==> config.mk <==
export PLATFORM = sky130hd
export DESIGN_NAME = mem_port_arbiter
export DESIGN_NICKNAME = d
export VERILOG_FILES = /design/src/rtl/mem_arb_pkg.sv /design/src/rtl/mem_arb_wait_ctr.sv /design/src/rtl/mem_port_arbiter.sv
export SDC_FILE = /design/constraint.sdc
export NUM_CORES = 1
export LEC_CHECK = 0
export ABC_AREA = 1
export CAP_MARGIN = 20
export CORE_AREA = 2 2 106 108
export DETAILED_ROUTE_END_ITERATION = 6
export DIE_AREA = 0 0 108 110
export PLACE_DENSITY = 0.62
export SETUP_SLACK_MARGIN = 0.5
export SKIP_CTS_REPAIR_TIMING = 1
export SYNTH_ARGS = -nofsm -noshare
export SYNTH_HDL_FRONTEND = slang
export SYNTH_SLANG_ARGS = --single-unit
export TNS_END_PERCENT = 30
==> constraint.sdc <==
create_clock -name clk -period 1.9 [get_ports clk]
set_input_delay 0.57 -clock clk [delete_from_list [all_inputs] [get_ports clk]]
set_output_delay 0.57 -clock clk [all_outputs]
set_load 0.03 [all_outputs]
==> src/rtl/mem_arb_pkg.sv <==
// Shared types and constants for the memory port arbiter.
package mem_arb_pkg;

   // Dump sequencing states; IDLE is the only state that grants traffic.
   typedef enum logic [1:0] {
      IDLE  = 2'd0,
      DRAIN = 2'd1,
      DUMP  = 2'd2,
      DONE  = 2'd3
   } arb_state_t;

   // Requester ids stored with an in-flight read.
   localparam logic REQ_IF = 1'b0;
   localparam logic REQ_D  = 1'b1;

   // Low address bits that must be zero for a word access.
   localparam logic [31:0] WORD_ALIGN_MASK = 32'h0000_0003;

   function automatic logic is_misaligned(input logic [31:0] addr);
      return (addr & WORD_ALIGN_MASK) != 32'h0;
   endfunction

endpackage

==> src/rtl/mem_arb_wait_ctr.sv <==
// Saturating fetch starvation counter: counts cycles a pending fetch loses.
module mem_arb_wait_ctr #(
   parameter int MAX_WAIT = 4,
   parameter int CW       = $clog2(MAX_WAIT + 1)
) (
   input  logic          clk,
   input  logic          rst_n,
   input  logic          i_req,
   input  logic          i_grant,
   output logic [CW-1:0] o_cnt
);

   localparam logic [CW-1:0] MAX_W = CW'(MAX_WAIT);

   logic [CW-1:0] r_cnt;

   // Clear on grant, count up while the fetch is waiting, hold otherwise.
   always_ff @(posedge clk or negedge rst_n) begin
      if (!rst_n) begin
         r_cnt <= '0;
      end else if (i_grant) begin
         r_cnt <= '0;
      end else if (i_req && (r_cnt != MAX_W)) begin
         r_cnt <= r_cnt + 1'b1;
      end
   end

   assign o_cnt = r_cnt;

endmodule

==> src/rtl/mem_port_arbiter.sv <==
// Shares one single-port word memory between instruction fetch and data
// access, with data priority, a fetch starvation guard and dump sequencing.
//
// Handshake: a request is accepted in the cycle where req & ready are both
// high; ready is combinational from req, FSM state and the wait counter.
// Read data returns on rvalid, READ_LAT cycles after acceptance.
module mem_port_arbiter
   import mem_arb_pkg::*;
#(
   parameter int READ_LAT = 1,
   parameter int MAX_WAIT = 4
) (
   input  logic        clk,
   input  logic        rst_n,
   input  logic        if_req,
   input  logic [31:0] if_addr,
   output logic        if_ready,
   output logic        if_rvalid,
   output logic [31:0] if_rdata,
   output logic        if_err,
   input  logic        d_req,
   input  logic        d_wr,
   input  logic [31:0] d_addr,
   input  logic [31:0] d_wdata,
   output logic        d_ready,
   output logic        d_rvalid,
   output logic [31:0] d_rdata,
   output logic        d_err,
   output logic        mem_enable,
   output logic        mem_wr,
   output logic [31:0] mem_addr,
   output logic [31:0] mem_data_in,
   input  logic [31:0] mem_data_out,
   input  logic        dump_req,
   output logic        mem_createdump,
   output logic        dump_done,
   output logic [1:0]  dbg_state
);

   localparam int            CW    = $clog2(MAX_WAIT + 1);
   localparam logic [CW-1:0] MAX_W = CW'(MAX_WAIT);

   arb_state_t    r_state;
   logic          r_rd_valid;
   logic          r_rd_id;
   logic [CW-1:0] w_wait_cnt;
   logic          w_grant_ok;
   logic          w_d_win;
   logic          w_if_win;
   logic          w_d_go;
   logic          w_if_go;
   logic          w_rd_acc;

   mem_arb_wait_ctr #(
      .MAX_WAIT (MAX_WAIT),
      .CW       (CW)
   ) u_wait_ctr (
      .clk     (clk),
      .rst_n   (rst_n),
      .i_req   (if_req),
      .i_grant (w_if_win),
      .o_cnt   (w_wait_cnt)
   );

   // Arbitration: data wins unless the fetch has waited MAX_WAIT cycles;
   // a dump request in IDLE blocks every grant in that cycle.
   always_comb begin
      w_grant_ok = rst_n && (r_state == IDLE) && !dump_req;
      w_d_win    = w_grant_ok && d_req && (w_wait_cnt < MAX_W);
      w_if_win   = w_grant_ok && if_req && !w_d_win;
      w_d_go     = w_d_win && !is_misaligned(d_addr);
      w_if_go    = w_if_win && !is_misaligned(if_addr);
      w_rd_acc   = (w_d_go && !d_wr) || w_if_go;
   end

   assign d_ready  = w_d_win;
   assign if_ready = w_if_win;
   assign d_err    = w_d_win && is_misaligned(d_addr);
   assign if_err   = w_if_win && is_misaligned(if_addr);

   // Memory port drive from the aligned winner; idle port is all zeros.
   always_comb begin
      mem_enable  = 1'b0;
      mem_wr      = 1'b0;
      mem_addr    = 32'h0;
      mem_data_in = 32'h0;
      if (w_d_go) begin
         mem_enable  = 1'b1;
         mem_wr      = d_wr;
         mem_addr    = d_addr;
         mem_data_in = d_wdata;
      end else if (w_if_go) begin
         mem_enable  = 1'b1;
         mem_addr    = if_addr;
      end
   end

   // In-flight read owner; only used when the memory has a latency stage.
   always_ff @(posedge clk or negedge rst_n) begin
      if (!rst_n) begin
         r_rd_valid <= 1'b0;
         r_rd_id    <= REQ_IF;
      end else begin
         r_rd_valid <= (READ_LAT != 0) && w_rd_acc;
         if (w_rd_acc) begin
            r_rd_id <= w_d_go ? REQ_D : REQ_IF;
         end
      end
   end

   // Route read data to its owner; the non-owner sees zero.
   always_comb begin
      if (READ_LAT == 0) begin
         d_rvalid  = w_d_go && !d_wr;
         if_rvalid = w_if_go;
      end else begin
         d_rvalid  = r_rd_valid && (r_rd_id == REQ_D);
         if_rvalid = r_rd_valid && (r_rd_id == REQ_IF);
      end
      d_rdata  = d_rvalid  ? mem_data_out : 32'h0;
      if_rdata = if_rvalid ? mem_data_out : 32'h0;
   end

   // Dump sequencer: drain in-flight reads, strobe the dump, report done.
   always_ff @(posedge clk or negedge rst_n) begin
      if (!rst_n) begin
         r_state <= IDLE;
      end else begin
         case (r_state)
            IDLE:    if (dump_req) r_state <= DRAIN;
            DRAIN:   if (!r_rd_valid) r_state <= DUMP;
            DUMP:    r_state <= DONE;
            DONE:    r_state <= IDLE;
            default: r_state <= IDLE;
         endcase
      end
   end

   assign mem_createdump = (r_state == DUMP);
   assign dump_done      = (r_state == DONE);
   assign dbg_state      = r_state;

endmodule

==> results of run 1 <==
cell type report:
cell class / instances / area [um^2] / area share, %
clock buffer: 4 / 45.0 / 0.783
inverter: 79 / 302 / 5.24
multi-input combinational: 234 / 1580 / 27.5
sequential: 7 / 178 / 3.09
tap: 140 / 175 / 3.05
timing repair buffer: 316 / 3470 / 60.3
power by group through the flow:
stage	combinational (W)	clock (W)	sequential [W]
final	0.00160	0.000204	0.000275
after global routing	0.00174	0.000216	0.000287
after CTS	0.00139	0.000210	0.000273
after detailed placement	0.00139	0	0.000273
after global placement	0.00136	0	0.000273
after floorplan	0.000646	0	0.000323
Yosys cell counts (2+ instances only):
cell       n  area [um^2]
inv_1     76          285
nor2_1    76          285
nand4_1   62          388
nand2_1   44          165
nor2_2    30          188
buf_2     12         60.1
clkbuf_1  10         37.5
dfrtp_1    7          175
ha_1       7         87.6
buf_6      3         33.8
inv_2      3         11.3
nand3_1    3         15.0
buf_1      2         7.51
buf_4      2         15.0
nand2_2    2         12.5
nor2_4     2         22.5
o21ai_0    2         10.0
worst max-delay path: stages (launching register included):
cell and delay, ps:
dfrtp_2 400, inv_2 80, ha_4 140, nand2_2 60
nor2_4 140, nand2_4 80, inv_6 70, nand2_8 80
clkbuf_16 190, nor2_4 100, buf_6 140
worst max path at each step:
| stage | start | to | slack (ps) | depth (start not counted) |
|---|---|---|---|---|
| final | dbg_state[0] | mem_data_in[25] | -370 | 10 |
| after global routing | dbg_state[0] | mem_data_in[25] | -440 | 10 |
| after CTS | d_req | mem_addr[15] | -700 | 7 |
| after detailed placement | d_req | mem_addr[15] | -690 | 7 |
| after global placement | d_req | mem_data_in[13] | -670 | 9 |
| after floorplan | dbg_state[0] | mem_data_in[0] | -300 | 9 |
cell families after synthesis:
kind of cell    after synthesis  share of synthesized area [%]
compound gates                4                           1.30
xor+xnor                      1                          0.478
fa+ha+maj                     7                           4.78
buf+inv                     108                           24.6
flops                         7                           9.56
other cells                   1                          0.205
simple gates                220                           59.1
layout by cell type (no fill, tap or decap), types with 2 or more instances in the layout:
master,synthesis,layout
ha_1,7,5
buf_8,0,3
clkbuf_16,0,6
nand2_1,44,41
o21ai_0,2,2
nor2_4,2,47
nand2_2,2,2
buf_12,0,11
buf_16,0,2
inv_2,3,32
nor2_2,30,17
buf_6,3,96
nand4_1,62,62
dfrtp_2,0,2
nor2_1,76,44
clkdlybuf4s50_1,0,94
dfrtp_1,7,5
dlymetal6s2s_1,0,39
nand3_1,3,2
conb_1,1,2
buf_4,2,65
nand2_4,0,2
clkbuf_8,0,3
ha_4,0,2
inv_1,76,46
per-layer routing:
layer / global-route usage, % / vias up
met2: 31.6 / 175
met3: 5.29 / 17
met4: 2.84 / 2
met5: 0 / -
li1: - / 1658
met1: 14.8 / 1514
state kept, by name (all words and copies together) (netlist names):
register	cells
r_rd_id	1
dbg_state	2
u_wait_ctr.o_cnt	3
r_rd_valid	1
through the flow:
stage | worst slack, ps | TNS [ps] | total power (W) | std cells
finish | -374 | -22130 | 0.00208 | 780
global route | -444 | -28380 | 0.00224 | 780
CTS | -697 | -45970 | 0.00188 | 768
detailed placement | -688 | -45330 | 0.00167 | 764
global placement | -667 | -43600 | 0.00163 | 764
floorplan | -305 | -14570 | 0.000968 | 349
==> run metrics, run 1 <==
status=finished with violations; failing checks=setup timing; met2 wire length=6.23 mm; post-route core utilization=53.8%; Die Y=110 um; Distinct cells, synth=22; Hold Slack=312 ps; placed inst area=0.00487 mm^2; syn avg cell area=5.26 um^2; synth warn=0; Area Growth Syn to Fin=214%; switching power=0.000926 W; maximum clock insertion buffer count=2; M1 WL=3.84 mm; Core Area=0.0107 mm^2; vias in the first global route=3131; Initial Utilization=17.1%; Tcrit/Tclk final=120%; sw frac=44.4%; Final setup violation count=70; Top Layer Used=met5; Antenna Nets Post-Route=0; Post-Route WL=11.5 mm; routed via count=3366; CP Max Fanout=7; TritonCTS clock tree=done; clk_skew=1.58 ps; combinational share of power=77.0%; pin count of the biggest net entering global routing=34; cell area after synthesis=0.00183 mm^2; DR pass1 iterations=4; fraction of layout cells with a size suffix above 1=46.1%; HP Class=input pin to asynchronous set/reset pin; routability cong.=0.865; Main synth FF type=dfrtp_1; global-route wire length before repair=14.6 mm; # IOs=274; minimum clock period=2270 ps; Port Buffers=271; Max H-tree Level=1; Max Cap Viol=0; sequential element share of the synthesized area=9.56%; crit end category=primary output; drt wl/cell=14.7 um; Worst R2R Start=dbg_state[0]; Root Buffer=clkbuf_8; Detail Placement HPWL=8.73 mm; Worst-path clk slew=40 ps; Clk pwr share=9.8%; Syn Inst Count=348; GRT Util Overall=15.4%; Worst-Skew Late Latency=220 ps; design area=0.00575 mm^2; CP required=1330 ps; drt drc=0; Peak supply drop=0.000336 V; # clock sinks=7; critical path class=flip-flop to primary output; Layout Nets=782; std cell rows=38; unrepaired setup endpoints after global routing=yes; post-synthesis register bit count=7; Leak=3.13 nW; worst reg2reg path depth=10; fin worst setup slack=-374 ps; final slew viol count=0; Cell Pwr Density=362 mW/mm^2; EDFF count, synth=0; Critical Path AT=1700 ps; vias per cell=4.32; initial antenna violation count=1; # fillers=991; P_int=0.00116 W; ANT cells=0; Seq pwr share=13.2%; DRT iter0 DRCs=140; met3 routed WL=1.24 mm; Final Hold Fails=0; TritonCTS Buffers=3; die area=0.0119 mm^2; Worst Setup Start Kind=flip-flop; global route overflow=0; asr flop ratio synth=100%; worst reg2reg endpoint=r_rd_id; Fmax achieved=440 MHz; r2r setup slk=320 ps; Die X=108 um
(Power assumes the default switching activity.)
==> run 2, diff against run 1 <==
PLACE_DENSITY = 0.61   (was 0.62)
SYNTH_HIERARCHICAL = 1   (was not set)
==> run metrics, run 2 <==
status=finished with violations; failing checks=setup timing; Port Buffers=271; Peak supply drop=0.000265 V; Max Cap Viol=0; GRT Util Overall=14.7%; final slew viol count=0; maximum clock insertion buffer count=2; Worst-path clk slew=40 ps; routability cong.=0.778; CP required=1330 ps; post-synthesis register bit count=7; Cell Pwr Density=353 mW/mm^2; Root Buffer=clkbuf_8; Worst Setup EP=mem_data_in[16]; unrepaired setup endpoints after global routing=yes; Post-synth top cells=nor2_1, inv_1, nand2_1; sequential element share of the synthesized area=10.0%; worst reg2reg path depth=12; drt drc=0; routed via count=3419; initial antenna violation count=1; fraction of layout cells with a size suffix above 1=49.4%; crit end category=primary output; worst reg2reg endpoint=u_wait_ctr/o_cnt[1]; CP Max Fanout=8; # fillers=961; r2r setup slk=190 ps; max reg flops=3; fin worst setup slack=-403 ps; vias in the first global route=3016; Leak=3.10 nW; DR pass1 iterations=5; Die Y=110 um; DRT iter0 DRCs=118; Critical Path AT=1730 ps; # clock sinks=7; commonest cells after routing, fill and taps aside=buf_6, clkdlybuf4s50_1, buf_4; # IOs=274; critical path class=flip-flop to primary output; cell with the most instances after synthesis=nor2_1; syn avg cell area=5.00 um^2; Worst R2R Start=dbg_state[0]; TritonCTS Buffers=3; global-route wire length before repair=14.2 mm; top cells by area, synth=nor2_1, inv_1, nand4_1, dfrtp_1, nand3_1; Worst Setup Start Kind=flip-flop; TritonCTS clock tree=done; Core Area=0.0107 mm^2; EDFF count, synth=0; most common cell after layout, fill and taps aside=buf_6; drt wl/cell=14.7 um; Layout Nets=794; die area=0.0119 mm^2; Antenna Nets Post-Route=0; Worst-Skew Late Latency=220 ps; Synth top area share=21.4%; cell area after synthesis=0.00175 mm^2; std cell rows=38; synth warn=6; Final Hold Fails=0; Detail Placement HPWL=8.69 mm; Post-Route WL=11.7 mm; Area Growth Syn to Fin=238%; minimum clock period=2300 ps; Fmax achieved=434 MHz; Syn Inst Count=350; vias per cell=4.31; global route overflow=0; setup_tns=-25310 ps; cell taking the most area after synthesis=nor2_1; HP Class=input pin to asynchronous set/reset pin; Initial Utilization=16.4%; Main synth FF type=dfrtp_1; pin count of the biggest net entering global routing=33; Hold Slack=429 ps; Max H-tree Level=1; Die X=108 um; post-route core utilization=55.4%; Distinct cells, synth=22; crit path from=dbg_state[0]; Final setup violation count=91; Tcrit/Tclk final=121%; clk_skew=1.30 ps; asr flop ratio synth=100%
==> run 2: cell types whose count changed after synthesis, sizes merged <==
cell,change
clkbuf,-3
and2,+1
xor2,-1
inv,+2
nor3,+1
nand4,-30
a21oi,+1
nand2,+1
nand3,+33
o21ai,+3
or2,-1
nor2,-5
==> run 2: layout make-up <==
type / count / area, um^2 / share of cell area (%)
Sequential cell: 7 / 178 / 3.00
Tap cell: 140 / 175 / 2.96
Inverter: 81 / 307 / 5.17
Clock buffer: 4 / 45.0 / 0.760
Antenna cell: 1 / 2.50 / 0.0422
Multi-Input combinational cell: 237 / 1620 / 27.4
Timing Repair Buffer: 323 / 3590 / 60.7
==> run 2: metal layers <==
layer	vias to the layer above	track usage (%)	wire length, um
met5	-	0	0
met4	0	4.12	221
met3	16	3.41	1060
met2	181	30.0	6500
met1	1555	14.8	3870
li1	1667	-	-
==> run 2: kinds of logic after synthesis <==
group	Yosys count	share of synthesized area [%]
AO/OA/AOI/OAI	8	2.50
adder cells (fa/ha/maj)	7	5.00
buffers and inverters	107	26.2
flip-flops	7	10.0
other	1	0.214
AND/OR/NAND/NOR	220	56.1
==> run 2: worst min-delay path by stage <==
| stage | from | to | slack (ps) | cells after the start |
|---|---|---|---|---|
| global placement | u_wait_ctr/o_cnt[1] | u_wait_ctr/o_cnt[1] | 520 | 2 |
| detailed placement | u_wait_ctr/o_cnt[0] | u_wait_ctr/o_cnt[0] | 520 | 2 |
| floorplan | rst_n | dbg_state[0] | 270 | 0 |
| finish | rst_n | dbg_state[0] | 430 | 2 |
| CTS | u_wait_ctr/o_cnt[0] | u_wait_ctr/o_cnt[0] | 530 | 2 |
| global route | rst_n | dbg_state[0] | 460 | 2 |
==> run 2: power by group <==
group,leakage [nW],switching (W),internal [W]
registers,0.0842,0.0000395,0.000214
logic,2.99,0.000782,0.000847
clock network,0.0228,0.0000636,0.000145
total,3.10,0.000885,0.00121
==> run 2: worst max-delay path, stage by stage, from the launching register on <==
cell and delay, ps:
dfrtp_2 400, inv_2 80, ha_4 170, nand2_4 50, nor2_4 130, nand3_4 220, clkbuf_16 250, nor2_4 80
buf_6 130
==> run 2: through the flow <==
| step | worst slack, ps | area, um^2 | cells | power [W] |
|---|---|---|---|---|
| after floorplan | -193 | 2170 | 351 | 0.000916 |
| after global placement | -681 | 4990 | 773 | 0.00160 |
| after detailed placement | -682 | 4990 | 773 | 0.00164 |
| after CTS | -690 | 5030 | 777 | 0.00186 |
| after global routing | -499 | 5930 | 793 | 0.00226 |
| final | -403 | 5930 | 793 | 0.00209 |
==> run 3, diff against run 2 <==
GPL_TIMING_DRIVEN = 1   (was not set)
==> results of run 3 <==
The final DEF is identical to that of run 2; final timing and power are the same.
==> RTL change: new RTL, config.mk and constraints of run 1 <==
`READ_LAT`: 1 -> 0.
--- a/src/rtl/mem_port_arbiter.sv
+++ b/src/rtl/mem_port_arbiter.sv
@@ -8,5 +8,5 @@
    import mem_arb_pkg::*;
 #(
-   parameter int READ_LAT = 1,
+   parameter int READ_LAT = 0,
    parameter int MAX_WAIT = 4
 ) (
Function: changed (Yosys sat finds a counterexample within 4 cycles, from zero or initial values and one cycle with rst_n low).
==> RTL change against run 1 <==
The flow still finishes with violations (negative setup slack). Total power shrank 1.3%. Area after synthesis decreased by 5.5%. Routed wire length rose by 7.3%. Cell area rose by 2.9%. Clock skew decreased by 1.5 ps. Largest power group unchanged. Worst setup slack got worse by 130 ps. Highest routed layer is now met4. Synthesized cell count fell by 2.9%. Sequential cell count shrank 2.
==> RTL change: results (changes against run 1) <==
- Outcome: finished with violations
- Violations in the final reports: negative setup slack
- Areal power density over the cells: 347 mW/mm^2 (-4.1%)
- Met1 global-route usage: 16.6% (+1.8 points)
- Pre-CTS setup slack: -782 ps (-93.9 ps)
- Avg Vias per Cell: 4.26 (-1.2%)
- Final setup skew: 0.0802 ps (-1.50 ps)
- Hpwl dp: 8.95 mm (+2.5%)
- Wire length of the first global-routing pass: 14.9 mm (+1.6%)
- Nets@finish: 775 (-0.90%)
- Finish-stage setup viols: 134 (+91%)
- Clock buffer and inverter area fraction after layout: 0.761% (-0.022 points)
- Via count of the first global-routing pass: 2951 (-5.7%)
- WP data arrival: 1830 ps (+130 ps)
- RePlAce Congestion: 0.768 (-11%)
- Share of post-route cells with drive strength above 1: 48.4% (+2.3 points)
- Vias after detailed routing: 3301 (-1.9%)
- M1 WL: 4.37 mm (+14%)
- XOR/XNOR share of the synthesized area: 0.506% (+0.028 points)
- DRT Wirelength: 12.3 mm (+7.3%)
- Buffering overhead: 58.6% (-1.7 points)
- Layout fillers: 947 (-4.4%)
- IR Drop Worst-Case VDD: 0.000715 V (+110%)
- Area after detailed placement: 0.00496 sq mm (+1.8%)
- Largest net degree at the start of global routing: 35 (+2.9%)
- Area share of fa/ha/maj cells after synthesis: 4.34% (-0.45 points)
- Critical-path maximum fanout: 8 (+1)
- Post-synthesis sequential area ratio: 7.23% (-2.3 points)
- Met3 WL: 753 um (-39%)
- Antenna violations before repair: 0 (-1)
- Combined area of the multi-input logic cells: 0.00180 sq mm (+14%)
- Non-clock buffers: 320 (+1.3%)
- Worst Setup Slack, final: -501 ps (-127 ps)
- Most used standard cells in the synthesized netlist: 76 x inv_1, 74 x nor2_1, 62 x nand4_1
- Fraction of met2 tracks used by global routing: 33.0% (+1.3 points)
- Worst reg-to-reg setup slack: 360 ps (+40 ps)
- Proportion of cell area occupied by registers: 2.16% (-0.93 points)
- Number of unique standard cell types used by synthesis: 21 (-4.5%)
- Avg Synthesized Cell Area: 5.12 sq um (-2.7%)
==> RTL change: path summary, 6_finish.rpt <==
path / start / end
max: dbg_state[1]$_DFFE_PN0P_ / d_rdata[10]
min: rst_n / u_wait_ctr.o_cnt[0]$_DFFE_PN0P_
max reg2reg: dbg_state[1]$_DFFE_PN0P_ / u_wait_ctr.o_cnt[0]$_DFFE_PN0P_
min reg2reg: u_wait_ctr.o_cnt[1]$_DFFE_PN0P_ / u_wait_ctr.o_cnt[1]$_DFFE_PN0P_
max in group asynchronous: rst_n / dbg_state[0]$_DFFE_PN0P_
min in group clk: u_wait_ctr.o_cnt[1]$_DFFE_PN0P_ / u_wait_ctr.o_cnt[1]$_DFFE_PN0P_
==> RTL change: where the power goes <==
group,internal (W),leakage (nW),switching [W]
Clock,0.000143,0.0228,0.0000454
Sequential,0.000169,0.0574,0.0000589
Combinational,0.000815,2.81,0.000825
Total,0.00113,2.89,0.000929
